`src/rtl/uart_mike_tx.sv`:
```
// UART transmitter: start bit, LSB-first data, optional parity, 1 or 2 stop bits.
// Every output comes from a flop, loaded from the next-state decode.
module uart_mike_tx #(
  parameter int unsigned UART_DATA_WIDTH = 8,
  parameter int unsigned CLKS_PER_BIT    = 16,
  parameter int unsigned PARITY_EN       = 1,
  parameter int unsigned PARITY_ODD      = 0,
  parameter int unsigned STOP_BITS       = 1
) (
  input  logic                       clk,
  input  logic                       n_rst,
  input  logic [UART_DATA_WIDTH-1:0] tx_data,
  input  logic                       tx_send,
  output logic                       tx,
  output logic                       tx_busy,
  output logic                       tx_done
);

  localparam int unsigned CNT_W = (CLKS_PER_BIT > 1) ? $clog2(CLKS_PER_BIT) : 1;
  localparam int unsigned BIT_W = $clog2(UART_DATA_WIDTH + 1);
  localparam logic [CNT_W-1:0] CNT_LAST  = CNT_W'(CLKS_PER_BIT - 1);
  localparam logic [BIT_W-1:0] DATA_LAST = BIT_W'(UART_DATA_WIDTH - 1);
  localparam logic [BIT_W-1:0] STOP_LAST = BIT_W'(STOP_BITS - 1);

  typedef enum logic [2:0] {IDLE, START, DATA, PARITY, STOP} state_t;

  state_t                     state, state_nxt;
  logic [CNT_W-1:0]           clk_cnt, clk_cnt_nxt;
  logic [BIT_W-1:0]           bit_cnt, bit_cnt_nxt;
  logic [UART_DATA_WIDTH-1:0] shift_reg, shift_nxt;
  logic                       parity_bit, parity_nxt;
  logic                       bit_end;
  logic                       tx_nxt, busy_nxt, done_nxt;

  // State, counters, datapath and output registers
  always_ff @(posedge clk or negedge n_rst) begin
    if (!n_rst) begin
      state      <= IDLE;
      clk_cnt    <= '0;
      bit_cnt    <= '0;
      shift_reg  <= '0;
      parity_bit <= 1'b0;
      tx         <= 1'b1;
      tx_busy    <= 1'b0;
      tx_done    <= 1'b0;
    end else begin
      state      <= state_nxt;
      clk_cnt    <= clk_cnt_nxt;
      bit_cnt    <= bit_cnt_nxt;
      shift_reg  <= shift_nxt;
      parity_bit <= parity_nxt;
      tx         <= tx_nxt;
      tx_busy    <= busy_nxt;
      tx_done    <= done_nxt;
    end
  end

  // Next-state decode; outputs are derived from the state about to be entered
  always_comb begin
    state_nxt   = state;
    clk_cnt_nxt = clk_cnt;
    bit_cnt_nxt = bit_cnt;
    shift_nxt   = shift_reg;
    parity_nxt  = parity_bit;
    bit_end     = (clk_cnt == CNT_LAST);
    tx_nxt      = 1'b1;
    busy_nxt    = 1'b0;
    done_nxt    = 1'b0;

    if (state != IDLE) begin
      clk_cnt_nxt = bit_end ? '0 : clk_cnt + CNT_W'(1);
    end

    case (state)
      IDLE: begin
        clk_cnt_nxt = '0;
        bit_cnt_nxt = '0;
        if (tx_send) begin
          shift_nxt  = tx_data;
          parity_nxt = (^tx_data) ^ 1'(PARITY_ODD);
          state_nxt  = START;
        end
      end
      START: begin
        if (bit_end) begin
          state_nxt   = DATA;
          bit_cnt_nxt = '0;
        end
      end
      DATA: begin
        if (bit_end) begin
          shift_nxt = shift_reg >> 1;
          if (bit_cnt == DATA_LAST) begin
            bit_cnt_nxt = '0;
            state_nxt   = (PARITY_EN != 0) ? PARITY : STOP;
          end else begin
            bit_cnt_nxt = bit_cnt + BIT_W'(1);
          end
        end
      end
      PARITY: begin
        if (bit_end) begin
          state_nxt   = STOP;
          bit_cnt_nxt = '0;
        end
      end
      STOP: begin
        if (bit_end) begin
          if (bit_cnt == STOP_LAST) begin
            state_nxt   = IDLE;
            bit_cnt_nxt = '0;
          end else begin
            bit_cnt_nxt = bit_cnt + BIT_W'(1);
          end
        end
      end
      default: state_nxt = IDLE;
    endcase

    case (state_nxt)
      START:   tx_nxt = 1'b0;
      DATA:    tx_nxt = shift_nxt[0];
      PARITY:  tx_nxt = parity_nxt;
      default: tx_nxt = 1'b1;
    endcase

    busy_nxt = (state_nxt != IDLE);
    done_nxt = (state_nxt == STOP) && (clk_cnt_nxt == CNT_LAST) &&
               (bit_cnt_nxt == STOP_LAST);
  end

endmodule

```
`config.mk`:
```
export PLATFORM = sky130hd
export DESIGN_NAME = uart_mike_tx
export DESIGN_NICKNAME = d
export VERILOG_FILES = /design/src/rtl/uart_mike_tx.sv
export SDC_FILE = /design/constraint.sdc
export NUM_CORES = 1
export LEC_CHECK = 0
export BUFFER_PORTS_ARGS = -buffer_cell sky130_fd_sc_hd__buf_2
export CORE_UTILIZATION = 55
export DETAILED_ROUTE_END_ITERATION = 12
export GPL_ROUTABILITY_DRIVEN = 0
export PLACE_DENSITY = 0.78
export REMOVE_ABC_BUFFERS = 1
export SYNTH_ARGS = -nofsm -noshare
export SYNTH_HDL_FRONTEND = slang
export SYNTH_SLANG_ARGS = --single-unit
```
`constraint.sdc`:
```
create_clock -name clk -period 3.95 [get_ports clk]
set_input_delay 0.1975 -clock clk [delete_from_list [all_inputs] [get_ports clk]]
set_output_delay 0.1975 -clock clk [all_outputs]
set_load 0.02 [all_outputs]
```
==> impl_results.md, run 1 <==
- Area grow syn2layout: 10.1%
- Placed inst area: 0.00126 mm2
- Syn_area_per_cell: around 10 um2
- Post-synthesis simple-gate area fraction: between 15 and 20%
- Post-DRT Antenna Nets: 0
- Crit. End Element: register
- Via/cell ratio: about 5.6
- Final Instance Area: 0.00130 mm2
- Vias: 888
- Drt pass-1 iters: 4
- # IOs: 14
- Post-route setup TNS: 0 ns
- Dominant synthesized flop cell: dfrtp_1
- Yosys reg bits: 23
- # setup viols final: 0
- Critical path required time: 4.19 ns
- XOR/XNOR Fraction of Synth Area: between 6 and 7%
- FP Rows: 16
- Post-synthesis compound-gate area fraction: 17.4%
- Core ar.: 0.00198 mm2
- Cell family with most CP delay: compound AO/OA/AOI/OAI gates
- CP Data Arrival Time: 2.29 ns
- Met3 wire length: 93 um
- PortBufs: 13
- Tot Pwr: between 0.3 and 0.4 mW
- Synthesized cell area: 0.00118 mm2
- Num Clock Sinks: 23
- Reg2Reg Depth: 6
- GR Overflow Total: 0
- CTS tree: done
- Tightest Hold Check Type: in -> reg
- Final net count: 147
- Status: finished clean
- First-pass GRT wire length: 3.50 mm
- Seq/Total Area, Yosys: around 50%
- Most common cell after layout, fill and taps aside: dfrtp_1
- Clk_skew: 0.00126 ns
- Delay of the slowest critical-path stage: 0.57 ns
- Crit Path Max Fanout: 9
- Starting density of the core: 59.4%
- DRC errors left: 0
- Reg2Reg Setup Slack: 1.90 ns
- Most frequent cells in the layout: 22 x dfrtp_1, 13 x buf_2, 12 x nand2_1
- Initial antenna violation count: 0
- R2r startpoint: clk_cnt[0]
- Share of post-route cells with drive strength above 1: 18.2%
- Worst setup path class: reg -> reg
- Mux contribution to synthesized area: 0%
- Total die area: ~0.0023 mm2
- Largest family of logic cells by synthesized area: simple AND/OR/NAND/NOR gates
- Post-Synth Adder-Cell Area: 4.14%
- Post-Layout Cell Count: ~160
- Clock buffer count from CTS: 3
- Filler instances: approximately 160
- Fmax: 488 MHz
- Die height: 48.3 um
- Cells after Synth: 118
- WHS Endpoint: shift_reg[2]
- Cell variety after synth: 39
- Worst VDD drop: 213 uV
- Number of global-route vias before repair: 817
- Met2 WL: ~1.1 mm
- Cells after DPL: approximately 150
- Worst hold path depth: 3
- Crit share post-route: 51.9%
- CP max-delay cell: a31oi_1
- PwrDens: approximately 300 mW/mm2
- WP buf/inv: 0
- Slew margin rel.: ~49%
- H-Tree Depth: 1
- Setup crit start kind: register
- Largest register FFs: 8
- Final Max Slew Viols: 0
- Worst skew pair latency: between 0.3 and 0.4 ns
- Post-CTS Setup Inserts: 0
- Clock tree buffer depth: 2
- Die width: 48.3 um
- Largest net degree at the start of global routing: 24
- Min Tclk post-route: slightly above 2 ns
- Lkg Pwr: just over 0.6 nW
- GRT Overall Usage: a little under a quarter
- Synth Warn #: 0
- Routed WL: 2.16 mm
- Worst reg2reg endpoint: tx
- Detailed Place HPWL: 1.62 mm
- FFs w/ async S/R, synth: 100%
- Crit-path cells: ha_1 -> and3_1 -> a31oi_1 -> a221o_1 -> o21ai_0 -> o31ai_1
- Max cap viols: 0
- CTS root buffer: clkbuf_4
- Wire length on met1: 976 um
- WL/cell: 13.6 um
- Antenna Cells: 0
- Max layer used: met4
- Min-delay src: tx_data[2]
- Clk slew on worst S/H paths: 0.12 ns
- EDFF count, synth: 0
- Worst-Margin Slew: between 0.7 and 0.8 ns
- 1st-iter DRT viols: 12
- Fin. Hold Viols: 0
- Unrepaired setup endpoints after global routing: false
==> metrics by stage <==
step | setup WS [ns] | hold slack (ns) | util [%]
4_1_cts | 1.90 | 0.118 | 65.4
5_1_grt | 1.72 | 0.128 | 65.4
3_3_place_gp | 1.98 | 0.186 | 63.4
2_1_floorplan | 1.55 | -0.0981 | -
3_5_place_dp | 1.95 | 0.195 | 63.4
6_report | 1.90 | 0.124 | 65.4
==> kinds of logic after synthesis <==
logic type,Yosys count
compound gates,30
fa+ha+maj,4
buf+inv,13
xor+xnor,9
flops,23
simple gates,39
==> cells in the mapped netlist, drive strengths merged (2+ instances only) <==
| master | n | area, um2 |
|---|---|---|
| clkbuf | 2 | 7.51 |
| nor2b | 2 | 12.5 |
| a221o | 2 | 20.0 |
| a31oi | 3 | 18.8 |
| dfrtp | 22 | 551 |
| xnor2 | 8 | 70.1 |
| a22oi | 6 | 45.0 |
| inv | 8 | 30.0 |
| nand2 | 12 | 45.0 |
| nor3 | 2 | 10.0 |
| a22o | 2 | 18.8 |
| a21oi | 8 | 40.0 |
| o21ai | 4 | 20.0 |
| ha | 3 | 37.5 |
| nand3 | 6 | 30.0 |
| nor2 | 6 | 22.5 |
| buf | 3 | 20.0 |
==> report_power, final <==
group          internal (mW)  leakage, nW  switching [mW]
Sequential             0.241        0.290         0.00225
Clock                 0.0388       0.0139          0.0733
Combinational         0.0150        0.320          0.0168
==> worst max-delay path by stage <==
stage | start | end | depth (start not counted)
final | clk_cnt[0] | tx | 6
after global routing | clk_cnt[0] | tx | 6
after CTS | clk_cnt[0] | tx | 6
after detailed placement | bit_cnt[0] | tx_done | 7
after global placement | bit_cnt[0] | tx_done | 7
after floorplan | state[2] | tx | 5
==> layer usage <==
layer / vias up / GRT usage (%)
met3: 5 / 7.78
met4: 0 / 8.89
met1: 421 / 29.4
met2: 17 / 35.2
li1: 445 / -
met5: - / 0
==> final cells by class <==
class	count	area [um2]	area share, %
Sequential cell	23	577	44.5
Multi-Input combinational cell	82	543	41.9
Timing Repair Buffer	15	82.6	6.37
Tap cell	27	33.8	2.61
Inverter	8	30.0	2.32
Clock buffer	3	22.5	1.74
Clock inverter	1	7.51	0.579
==> worst min-delay path, cell delays in order <==
cell and delay (ns):
buf_2 0.10, a22oi_1 0.07, nand2_1 0.06
==> timing repair <==
item / 4_1_cts / 5_1_grt
hold buffers: 1 / 0
gates resized for setup: 0 / 0
hold endpoints to repair: 22 / 0
No activity file was read; power rests on OpenSTA's default activity.
==> run 2, diff against run 1 <==
==> constraint.sdc (replaced) <==
create_clock -name clk -period 2 [get_ports clk]
set_input_delay 0.1 -clock clk [delete_from_list [all_inputs] [get_ports clk]]
set_output_delay 0.1 -clock clk [all_outputs]
set_load 0.02 [all_outputs]
==> impl_results.md, run 2 (synthesis results as in run 1) <==
- Status: finished clean
- Setup crit start kind: register
- CP max-delay cell: dfrtp_1
- GRT Overall Usage: 21.5%
- PortBufs: 13
- Area grow syn2layout: 18.4%
- DRC errors left: 0
- Clock tree buffer depth: 2
- FP Rows: 16
- GR Overflow Total: 0
- Post-DRT Antenna Nets: 0
- CTS tree: done
- Worst hold path depth: 3
- Most frequent cells in the layout: 22 x dfrtp_1, 13 x buf_2, 12 x nand2_1
- Max cap viols: 0
- Cell family with most CP delay: simple AND/OR/NAND/NOR gates
- Number of global-route vias before repair: 822
- Core ar.: 0.00198 mm2
- Die height: 48.3 um
- # IOs: 14
- Min Tclk post-route: 1.90 ns
- Via/cell ratio: approximately 5.7
- Routed WL: 2.36 mm
- Crit. End Element: register
- Drt pass-1 iters: 4
- WL/cell: approximately 14 um
- Final net count: roughly 160
- Lkg Pwr: 0.673 nW
- Total die area: around 0.0023 mm2
- First-pass GRT wire length: 3.43 mm
- Reg2Reg Setup Slack: 0.1 ns
- Largest net degree at the start of global routing: 24
- Min-delay src: tx_data[2]
- Detailed Place HPWL: 1.67 mm
- CTS root buffer: clkbuf_4
- CP Data Arrival Time: 2.12 ns
- Post-Layout Cell Count: 167
- Crit-path cells: inv_1 -> ha_1 -> nor3b_2 -> o32ai_2 -> a32o_1 -> or3_1 -> nor4_2
- H-Tree Depth: 1
- Tightest Hold Check Type: in -> reg
- Most common cell after layout, fill and taps aside: dfrtp_1
- Die width: 48.3 um
- Worst-Margin Slew: 0.497 ns
- Initial antenna violation count: 0
- Reg2Reg Depth: 7
- Delay of the slowest critical-path stage: between 0.4 and 0.5 ns
- Final Max Slew Viols: 0
- Fmax: 526 MHz
- Share of post-route cells with drive strength above 1: 26.4%
- Antenna Cells: 0
- R2r startpoint: bit_cnt[0]
- Starting density of the core: roughly three fifths
- Tot Pwr: around 0.75 mW
- Clk slew on worst S/H paths: 0.13 ns
- PwrDens: 541 mW/mm2
- Critical path required time: 2.22 ns
- 1st-iter DRT viols: 14
- Worst reg2reg endpoint: tx_done
- Cells after DPL: 161
- Crit Path Max Fanout: 3
- Critical path origin: bit_cnt[0]
- Worst VDD drop: approximately 380 uV
- Fin. Hold Viols: 0
- WP buf/inv: 1
- Clk_skew: 0.00503 ns
- Place WS: 0.0294 ns
- Num Clock Sinks: 23
- Largest register FFs: 8
- Worst skew pair latency: 0.30 ns
- Slew margin rel.: 66.9%
- WHS Endpoint: shift_reg[2]
- # setup viols final: 0
- Vias: 954
- Final worst setup slack: slightly below 0.1 ns
- Worst setup path class: reg -> reg
- Crit share post-route: 95.0%
- Clock buffer count from CTS: 3
[run 2: worst register-to-register path: stages, from the launching register on]
cell and delay (ns):
dfrtp_1 0.43, inv_1 0.12, ha_1 0.16, nor3b_2 0.20, o32ai_2 0.13, a32o_1 0.28, or3_1 0.36, nor4_2 0.14
[run 2: worst max-delay path by stage]
stage | depth (start not counted) | slack [ns] | end
floorplan | 5 | -0.40 | tx
global placement | 7 | 0.09 | tx_done
detailed placement | 6 | 0.03 | tx
CTS | 7 | 0.0002 | tx_done
global route | 6 | -0.01 | tx_done
finish | 7 | 0.1 | tx_done
[run 2: metrics by stage]
stage / util [%] / instance area [um2] / hold slack, ns / TNS [ns]
3_5_place_dp: 66.0 / 1310 / 0.0939 / 0
5_1_grt: 70.3 / 1390 / 0.0374 / -0.0125
6_report: 70.3 / 1390 / 0.0487 / 0
4_1_cts: 68.1 / 1350 / 0.0439 / 0
2_1_floorplan: - / 1150 / -0.196 / -0.943
3_3_place_gp: 66.0 / 1310 / 0.0898 / 0
[run 2: timing repair]
action / in CTS / in global routing
buffers inserted: 0 / 1
pin swaps: 0 / 2
gates resized for setup: 1 / 6
endpoints found under the hold margin: 22 / 0
hold buffers: 1 / 0
endpoints found under the setup margin: 1 / 2
[run 2: layer usage]
layer / wire (um) / up-vias / share of wire, % / GRT usage [%]
met5: 0 / - / 0 / 0
met4: 31 / 0 / 1.3 / 8.89
met3: 62 / 4 / 2.6 / 3.33
met2: 1200 / 20 / 51 / 34.9
met1: 1070 / 465 / 45 / 28.5
li1: - / 465 / - / -
[run 2: report_power, final]
part / switching [mW] / internal (mW)
Clock: 0.134 / 0.0776
Sequential: 0.00429 / 0.476
Combinational: 0.0326 / 0.0297
[run 2: layout make-up]
type / instances / area (um2)
fillers: 146 / 588
flip-flops and latches: 23 / 577
inverters: 8 / 30.0
repair buffers: 23 / 143
well taps: 27 / 33.8
clock buffers: 4 / 26.3
multi-input cells: 82 / 584
==> run 3, diff against run 2 <==
--- a/config.mk
+++ b/config.mk
@@ -10,7 +10,6 @@
 export DETAILED_ROUTE_END_ITERATION = 12
 export GPL_ROUTABILITY_DRIVEN = 0
 export PLACE_DENSITY = 0.78
-export REMOVE_ABC_BUFFERS = 1
 export SYNTH_ARGS = -nofsm -noshare
 export SYNTH_HDL_FRONTEND = slang
 export SYNTH_SLANG_ARGS = --single-unit
==> impl_results.md, run 3 (synthesis results as in run 1) <==
- Clock buffer count from CTS: 3
- Filler instances: between 150 and 200
- Die height: a little under 50 um
- Crit Path Max Fanout: 7
- Most frequent cells in the layout: 22 x dfrtp_1, 13 x buf_2, 12 x nand2_1
- Delay of the slowest critical-path stage: 0.48 ns
- Min-delay src: tx_data[4]
- Fin. Hold Viols: 0
- Largest register FFs: 8
- Fmax: around 520 MHz
- Status: finished clean
- Starting density of the core: between 50% and 60%
- WHS Endpoint: shift_reg[4]
- Tightest Hold Check Type: in -> reg
- Final Max Slew Viols: 0
- Die width: ~48 um
- Clock tree buffer depth: 2
- PortBufs: 13
- Crit-path cells: or2_4 -> maj3_2 -> a32o_1 -> or3_1 -> nor4_2
- Drt pass-1 iters: 4
- Slew margin rel.: 67.9%
- Final core utilization: 68.9%
- Crit share post-route: 95.3%
- Setup crit start kind: register
- Worst hold path depth: 3
- Post-DRT Antenna Nets: 0
- Reg2Reg Depth: 5
- # IOs: 14
- Final net count: 155
- Initial antenna violation count: 0
- Largest net degree at the start of global routing: 24
- CTS root buffer: clkbuf_4
- Num Clock Sinks: 23
- Detailed Place HPWL: 1.74 mm
- Unrepaired setup endpoints after global routing: false
- Area grow syn2layout: 16.0%
- H-Tree Depth: 1
- Clk slew on worst S/H paths: 0.13 ns
- Worst-Margin Slew: slightly below 0.5 ns
- Critical path required time: ~2.2 ns
- GR Overflow Total: 0
- Tot Pwr: approximately 0.75 mW
- WL/cell: between 10 and 15 um
- 1st-iter DRT viols: 23
- Max cap viols: 0
- Final Instance Area: 0.00137 mm2
- CTS tree: done
- Number of global-route vias before repair: 776
- Core ar.: 0.00198 mm2
- CP max-delay cell: dfrtp_1
- Worst setup path class: reg -> reg
- FP Rows: 16
- Worst VDD drop: 433 uV
- Clk_skew: 0.00874 ns
- Reg2Reg Setup Slack: 0.09 ns
- DRC errors left: 0
- Antenna Cells: 0
- Min Tclk post-route: 1.91 ns
- Vias: 943
- Post-Layout Cell Count: 167
- Share of post-route cells with drive strength above 1: 24.3%
- Cells after DPL: 162
- # setup viols final: 0
- Via/cell ratio: 5.65
- Worst reg2reg endpoint: tx_done
- Placed inst area: 0.00132 mm2
- CP Data Arrival Time: approximately 2.1 ns
- R2r startpoint: state[0]
- Routed WL: 2.33 mm
- Post-route setup TNS: 0 ns
- Worst skew pair latency: 0.31 ns
- PwrDens: between 500 and 600 mW/mm2
- Mapped Nets: between 100 and 150
- Lkg Pwr: around 0.67 nW
- Total die area: 0.00233 mm2
- GRT Overall Usage: 21.4%
- Crit. End Element: register
- Most common cell after layout, fill and taps aside: dfrtp_1
- First-pass GRT wire length: 3.36 mm
run 3: cell types whose count changed in the layout (fill, tap and decap cells not counted):
cell / previous run / this run
clkbuf_1: 1 / 0
clkinv_2: 0 / 1
ha_1: 2 / 3
ha_4: 1 / 0
nand3_1: 5 / 6
nand3_2: 1 / 0
nor3_1: 1 / 2
nor3_2: 1 / 0
nor4b_1: 0 / 1
nor4b_2: 1 / 0
run 3: per-stage QoR:
| step | hold WS, ns | setup WS [ns] |
|---|---|---|
| final | 0.0313 | 0.0950 |
| after global placement | 0.0926 | 0.173 |
| after global routing | 0.0339 | 0.0233 |
| after floorplan | -0.196 | 0.151 |
| after detailed placement | 0.0925 | 0.0337 |
| after CTS | 0.0232 | 0.108 |
run 3: layer usage:
| layer | up-vias | wire length, um | track usage, % |
|---|---|---|---|
| li1 | 462 | - | - |
| met1 | 457 | 1040 | 27.5 |
| met2 | 18 | 1170 | 36.0 |
| met3 | 6 | 75 | 3.33 |
| met4 | 0 | 39 | 8.33 |
| met5 | - | 0 | 0 |
run 3: worst max-delay path by stage:
stage	from	depth (start not counted)	to	slack, ns
final	state[0]	5	tx_done	0.09
after global routing	bit_cnt[0]	7	tx_done	0.02
after CTS	state[2]	6	tx_done	0.11
after detailed placement	bit_cnt[0]	7	tx_done	0.03
after global placement	bit_cnt[0]	7	tx_done	0.17
after floorplan	clk_cnt[0]	7	tx	0.15
run 3: worst max-delay path: cells and delay by family (launching register included):
kind            cells  cell delay, ns
simple gates        3            0.76
flops               1            0.48
fa+ha+maj           1            0.34
compound gates      1            0.23
run 3: final cells by class:
cell class,instances,area (um2),area share (%)
Sequential cell,23,577,42.2
Multi-Input combinational cell,82,556,40.7
Timing Repair Buffer,23,143,10.4
Tap cell,27,33.8,2.47
Inverter,8,30.0,2.20
Clock buffer,3,22.5,1.65
Clock inverter,1,5.00,0.366
run 3: timing repair:
| action | 4_1_cts | 5_1_grt |
|---|---|---|
| setup endpoints to repair | 1 | 1 |
| setup buffers | 0 | 0 |
| resized for setup | 1 | 1 |
| cloned | 0 | 0 |
| hold buffers | 1 | 0 |
| endpoints found under the hold margin | 22 | 0 |
run 3: where the power goes:
group	internal [mW]	leakage, nW	switching (mW)
clock network	0.0748	0.0177	0.137
logic	0.0296	0.364	0.0315
registers	0.476	0.290	0.00407
